[src/rtl/console_input.sv]
// rtl/console_input.sv - Wishbone pipelined console input device with byte FIFO and level interrupt.
module console_input #(
   parameter int FIFO_DEPTH = 16,
   localparam int CNT_W = $clog2(FIFO_DEPTH) + 1
) (
   input  logic        i_clk,
   input  logic        i_reset,
   input  logic        i_wb_stb,
   input  logic        i_wb_we,
   input  logic        i_wb_addr,
   input  logic [31:0] i_wb_data,
   output logic        o_wb_ack,
   output logic        o_wb_stall,
   output logic [31:0] o_wb_data,
   input  logic        i_rx_valid,
   input  logic [7:0]  i_rx_data,
   output logic        o_rx_ready,
   output logic        o_irq
);

   localparam int PTR_W = CNT_W - 1;

   logic [7:0]       mem [FIFO_DEPTH];
   logic [PTR_W-1:0] rd_ptr, wr_ptr;
   logic [CNT_W-1:0] count;
   logic             empty, full, push, pop, flush;
   logic [31:0]      status, rdata_next;
   logic             unused_wdata;

   assign unused_wdata = ^i_wb_data[31:1];

   assign empty      = (count == '0);
   assign full       = (count == CNT_W'(FIFO_DEPTH));
   assign o_rx_ready = !full;
   assign o_irq      = !empty;
   assign o_wb_stall = 1'b0;

   assign push  = i_rx_valid && !full;
   assign pop   = i_wb_stb && !i_wb_we && !i_wb_addr && !empty;
   assign flush = i_wb_stb && i_wb_we && i_wb_addr && i_wb_data[0];

   always_comb begin
      status = '0;
      status[0] = !empty;
      status[1] = full;
      status[8 +: CNT_W] = count;
   end

   // Reads see pre-edge FIFO state, so an empty FIFO reports EOF even with a push in the same cycle.
   always_comb begin
      rdata_next = '0;
      if (i_wb_stb && !i_wb_we) begin
         if (i_wb_addr)
            rdata_next = status;
         else if (empty)
            rdata_next = 32'hFFFF_FFFF;
         else
            rdata_next = {24'h0, mem[rd_ptr]};
      end
   end

   always_ff @(posedge i_clk) begin
      if (push && !flush)
         mem[wr_ptr] <= i_rx_data;
   end

   always_ff @(posedge i_clk) begin
      if (i_reset) begin
         o_wb_ack  <= 1'b0;
         o_wb_data <= '0;
         rd_ptr    <= '0;
         wr_ptr    <= '0;
         count     <= '0;
      end else begin
         o_wb_ack  <= i_wb_stb;
         o_wb_data <= rdata_next;
         if (flush) begin
            rd_ptr <= '0;
            wr_ptr <= '0;
            count  <= '0;
         end else begin
            if (push)
               wr_ptr <= wr_ptr + PTR_W'(1);
            if (pop)
               rd_ptr <= rd_ptr + PTR_W'(1);
            case ({push, pop})
               2'b10:   count <= count + CNT_W'(1);
               2'b01:   count <= count - CNT_W'(1);
               default: count <= count;
            endcase
         end
      end
   end

endmodule

[config.mk]
export PLATFORM = sky130hd
export DESIGN_NAME = console_input
export DESIGN_NICKNAME = d
export VERILOG_FILES = /design/src/rtl/console_input.sv
export SDC_FILE = /design/constraint.sdc
export NUM_CORES = 1
export LEC_CHECK = 0
export CAP_MARGIN = 20
export CORE_UTILIZATION = 54
export DETAILED_ROUTE_END_ITERATION = 12
export DONT_BUFFER_PORTS = 1
export PLACE_DENSITY = 0.77
export SYNTH_ARGS = -nofsm -noshare
export SYNTH_HDL_FRONTEND = slang
export SYNTH_SLANG_ARGS = --single-unit
[constraint.sdc]
create_clock -name i_clk -period 3.3 [get_ports i_clk]
set_input_delay 0.165 -clock i_clk [delete_from_list [all_inputs] [get_ports i_clk]]
set_output_delay 0.165 -clock i_clk [all_outputs]
set_load 0.03 [all_outputs]
### After elaboration in Yosys (flattened, before gate mapping)

Memories as Yosys holds them, arrays and structs flattened. A register that Yosys moved wholly into a read port is not among the register bits.
Cells that the tools add are included.

* register bits after elaboration: 46
* RAM bits: 128
* input port bits: 46
* output and inout bits: 36
* logic and storage cells: 40
* memories kept: 1

Memory list
* mem: depth 16, bits a word 8, read ports 1, clocked after memory_dff 1, wr ports 1, line 23 `logic [7:0] mem [FIFO_DEPTH];`

* add/subtract/negate cells: 4
* equality and inequality tests: 3
* multiplexer cells: 7
* bitwise operators: 1
* reductions and logical operators: 18

Operator list (number)
* $mux 32: 1
* $mux 13: 1
* $pmux 5 s2: 1
* $add 4x1->4 const B: 2
* $logic_and 1x1->1: 8
* $mux 4: 2
* $add 5x1->5 const B: 1
* $eq 5x5->1 const B: 1
* $logic_not 1->1: 5
* $logic_not 5->1: 1
* $sub 5x1->5 const B: 1
* $reduce_or 2->1: 2
* $reduce_or 3->1: 1
* $eq 2x1->1 const B: 1
* $eq 2x2->1 const B: 1
* $mux 1: 2
* $reduce_bool 2->1: 1
* $not 1->1: 1

### Logic depth before layout (Yosys ltp)

* depth in word-level cells: 7
* mapped depth: 12
* depth with buffers taken out: 9

### Least setup slack after synthesis

OpenSTA, ideal clock, no wires.

* path type: register -> register
* start point: register count[2]
* end point: register count[4]
* library setup time: 123 ps
* arrival time: 2833 ps
* data required time: 3177 ps
* slack: 343 ps
* stages on the path, launching flop included: 11
* path buffers: 1
* clock period less this slack: 2957 ps
* cell sequence: dfxtp_1 or4_4 buf_6 o21ai_2 inv_1 ha_1 ha_1 and3_2 a211o_1 a2111oi_2 mux2_1

* cells in the longest elaborated chain, start to end: 5
* elaborated cells between the ends (all ways): 12
* classes of those cells: add/sub (2); eq/ne (3); mux (1); reduce/logical (6)

Ends and longest elaborated chain
* start, declared: line 25 `logic [CNT_W-1:0] count;`
* start signal, assigned: line 87 `2'b10: count <= count + CNT_W'(1);`
* start signal, assigned: line 88 `2'b01: count <= count - CNT_W'(1);`
* start signal, assigned: line 89 `default: count <= count;`
* $logic_not 5->1 *: line 32 `assign empty = (count == '0);`
* $logic_not 1->1 *: line 39 `assign pop = i_wb_stb && !i_wb_we && !i_wb_addr && !empty;`
* $logic_and 1x1->1 *: line 39
* via pop: line 26 `logic empty, full, push, pop, flush;`
* $eq 2x1->1 / $eq 2x2->1 (equally long branches): line 86 `case ({push, pop})`
* $pmux 5 s2 / $reduce_bool 2->1 (equally long branches)

The timed path passes the listed nets; every way through them passes the cells marked *.
A chain may end at the register's enable or synchronous reset.

### Worst setup path after layout

Same ends and word-level chain as after synthesis.

==> impl_metrics.json <==
{
  "outcome": "complete, but fails checks",
  "violations": "hold timing",
  "grt_busiest_layer": "met2",
  "dr.first_iter.drc_count": 314,
  "dpl.hpwl_um": 7680,
  "synth_cell_type_count": 57,
  "power-per-cell-area_nw_per_um2": 596,
  "finalHoldViolations": 1,
  "grt_antenna_before_repair": 0,
  "fin_tns_setup_ns": 0,
  "cp-start-kind": "flip-flop",
  "cts.root.buffer_cell": "clkbuf_16",
  "use_met1_pct": 24.4,
  "synth_edf_count": 128,
  "drc_errors": 0,
  "required_ns": 3.61,
  "yosys.area.top_type": "edfxtp_1",
  "fin_skew_ns": 0.00754,
  "clkSinkCount": 160,
  "clk_path_buf_depth": 2,
  "avgSynthCellArea_um2": 16.3,
  "cp_max_fo": 8,
  "netlist_area_um2": 6590,
  "tightest_slew_ns": 1.00,
  "synth-seq-cells": 160,
  "vdd_ir_drop_max_uv": 353,
  "fin_nets": 465,
  "area_growth_pct": 11.6,
  "rsz0062_at_grt": "no",
  "multi_input_area_um2": 1800,
  "p_leak_nw": 2.44,
  "fillers": 799,
  "post_cts_resized": 0,
  "synth_area_leaders": "edfxtp_1 (58%), dfxtp_1 (9.7%), mux4_2 (8.9%)",
  "drv_slew": 0,
  "fp.dieW_um": 112,
  "start_util_pct": 56.5,
  "grt.total_usage_pct": 21.3,
  "end_kind": "flip-flop",
  "grt_max_degree": 26,
  "yosysSeqAreaShare_pct": 68.1,
  "ios": 82,
  "synth_top_area_share_pct": 58.4,
  "ctsHoldBuffers": 13,
  "die_area_um2": 12600,
  "num_vias": 3409,
  "relSlewSlack_pct": 32.9,
  "place.gp.congestion": 0.796,
  "use_met3_pct": 7.45,
  "diodes": 0,
  "grt_pass1_wl_um": 19200,
  "wl_per_cell_um": 21.6,
  "critPathKind": "flip-flop to flip-flop",
  "ys_dominant_reg_cell": "edfxtp_1",
  "period_share_pct": 91.8,
  "viasPerCell": 6.01,
  "maxCapViolCount": 0,
  "fmax_ghz": 0.330,
  "worstPathArrival_ns": 3.34,
  "period_minus_slack_ns": 3.03,
  "coreArea_um2": 11700,
  "wl_um": 12200,
  "post-place-ws_ns": 0.305,
  "seq_area_um2": 4490,
  "power_mw": 4.39,
  "holdWs_ns": -0.00328,
  "detail_route.first_pass.iterations": 4,
  "die_y_um": 112,
  "cts_tree": "built",
  "syn_inst": 403,
  "io_buffers": 0,
  "postRouteAntennaNets": 0,
  "drive_above_1_share_pct": 21.7,
  "clk_pin_slew_ns": 0.06,
  "met2_usage_pct": 36.4,
  "hold_class": "input pin to flip-flop",
  "async_reset_ff_share_pct": 0,
  "ys_warn_count": 0,
  "setup_slack_ns": 0.270,
  "num_rows": 39,
  "synth_nets": 457,
  "cts_max_level": 4,
  "clk_latency_ns": 0.42,
  "cts_buffers": 17,
  "finalSetupViolCount": 0,
  "grt_pass1_vias": 3637,
  "post_cts_buffers": 0,
  "grt_overflow": 0
}
-- synthesized netlist by cell type (2+ instances only) --
| library cell | count |
|---|---|
| ha_1 | 8 |
| nand3_1 | 2 |
| mux2i_1 | 16 |
| a211oi_1 | 7 |
| nor2b_1 | 4 |
| buf_4 | 20 |
| xor2_1 | 7 |
| nor4_1 | 2 |
| a21oi_2 | 5 |
| a2111oi_2 | 2 |
| mux2_2 | 2 |
| a31oi_1 | 3 |
| a21oi_1 | 7 |
| inv_1 | 11 |
| a41o_1 | 3 |
| nor3_1 | 2 |
| nor2_1 | 40 |
| dfxtp_1 | 32 |
| nand2_1 | 8 |
| nor3b_1 | 3 |
| a22oi_1 | 6 |
| mux4_2 | 26 |
| o22ai_1 | 6 |
| edfxtp_1 | 128 |
| and3_1 | 3 |
| clkbuf_1 | 5 |
| buf_1 | 3 |
| buf_2 | 9 |
| o211ai_1 | 4 |
| or3_1 | 2 |
-- worst max-delay path, cell delays in order, from the launching register on --
cell       delay, ns
dfxtp_1         0.37
or4_4           0.57
o21ai_2         0.21
inv_1           0.07
ha_1            0.21
ha_1            0.36
and3_2          0.24
a211o_1         0.29
a2111oi_2       0.23
mux2_1          0.35
-- per-layer routing --
metal / vias to the layer above / share of wire, %
met5: - / 0
met4: 0 / 2.4
met3: 28 / 6.4
met2: 128 / 51
met1: 1701 / 40
li1: 1552 / -
-- power by group --
part	internal, mW	switching (mW)	total, mW
Sequential	2.21	0.0319	2.24
Clock	1.11	0.763	1.88
Combinational	0.0942	0.172	0.267
Total	3.42	0.967	4.39
-- flip-flops by register name (all words and copies together), names as in the netlist, named ones only --
signal and count:
rd_ptr 4, o_wb_data 14, o_wb_ack 1, wr_ptr 4
mem 128, count 5
-- kinds of logic (layout without fill, tap and decap cells) --
| kind of cell | after synthesis | count (layout) | share of synthesized area (%) |
|---|---|---|---|
| other | 1 | 1 | 0.0569 |
| adders and majority gates | 8 | 8 | 1.52 |
| buffers and inverters | 51 | 72 | 4.56 |
| xor gates and xnor gates | 8 | 8 | 1.06 |
| AOI/OAI and AO/OA | 52 | 52 | 6.48 |
| DFF | 160 | 160 | 68.1 |
| and+or+nand+nor | 78 | 78 | 6.40 |
| muxes | 45 | 45 | 11.8 |
-- final cells by class --
type | instances | area share [%]
Tap cell | 143 | 2.43
Clock buffer | 19 | 5.89
Multi-Input combinational cell | 192 | 24.5
Clock inverter | 13 | 1.89
Inverter | 11 | 0.562
Sequential cell | 160 | 61.1
Timing Repair Buffer | 29 | 3.68
-- placed cells by master (no fill, tap or decap), types with 3 or more instances in the layout --
cell,n
a211oi_1,7
a21oi_1,7
a21oi_2,5
a22oi_1,6
a31oi_1,3
a41o_1,3
and3_1,3
buf_4,15
clkbuf_16,17
clkinv_2,3
clkinv_4,5
dfxtp_1,30
dlygate4sd3_1,13
edfxtp_1,128
ha_1,8
inv_1,11
mux2i_1,16
mux4_2,26
nand2_1,8
nor2_1,40
nor2b_1,4
nor3b_1,3
o211ai_1,4
o22ai_1,6
xor2_1,7
-- stage by stage --
step	utilization (%)	instances	instance area, um^2	hold slack (ns)
CTS	63.1	567	7350	0.000958
floorplan	-	403	6590	0.237
detailed placement	57.0	522	6650	0.243
finish	63.1	567	7350	-0.00328
global route	63.1	567	7350	0.0159
global placement	57.0	522	6650	0.240
-- path summary, 6_finish.rpt --
kind	startpoint	end	slack [ns]	cells after the start
setup / recovery	count[2]$_SDFFE_PP0P_	count[4]$_SDFFE_PP0P_	0.27	9
hold / removal	i_wb_addr	o_wb_data[1]$_SDFF_PP0_	-0.003	2
setup reg to reg	count[2]$_SDFFE_PP0P_	count[4]$_SDFFE_PP0P_	0.27	9
hold reg to reg	rd_ptr[3]$_SDFFE_PP0P_	rd_ptr[3]$_SDFFE_PP0P_	0.51	2
No activity file was read; power rests on OpenSTA's default activity.
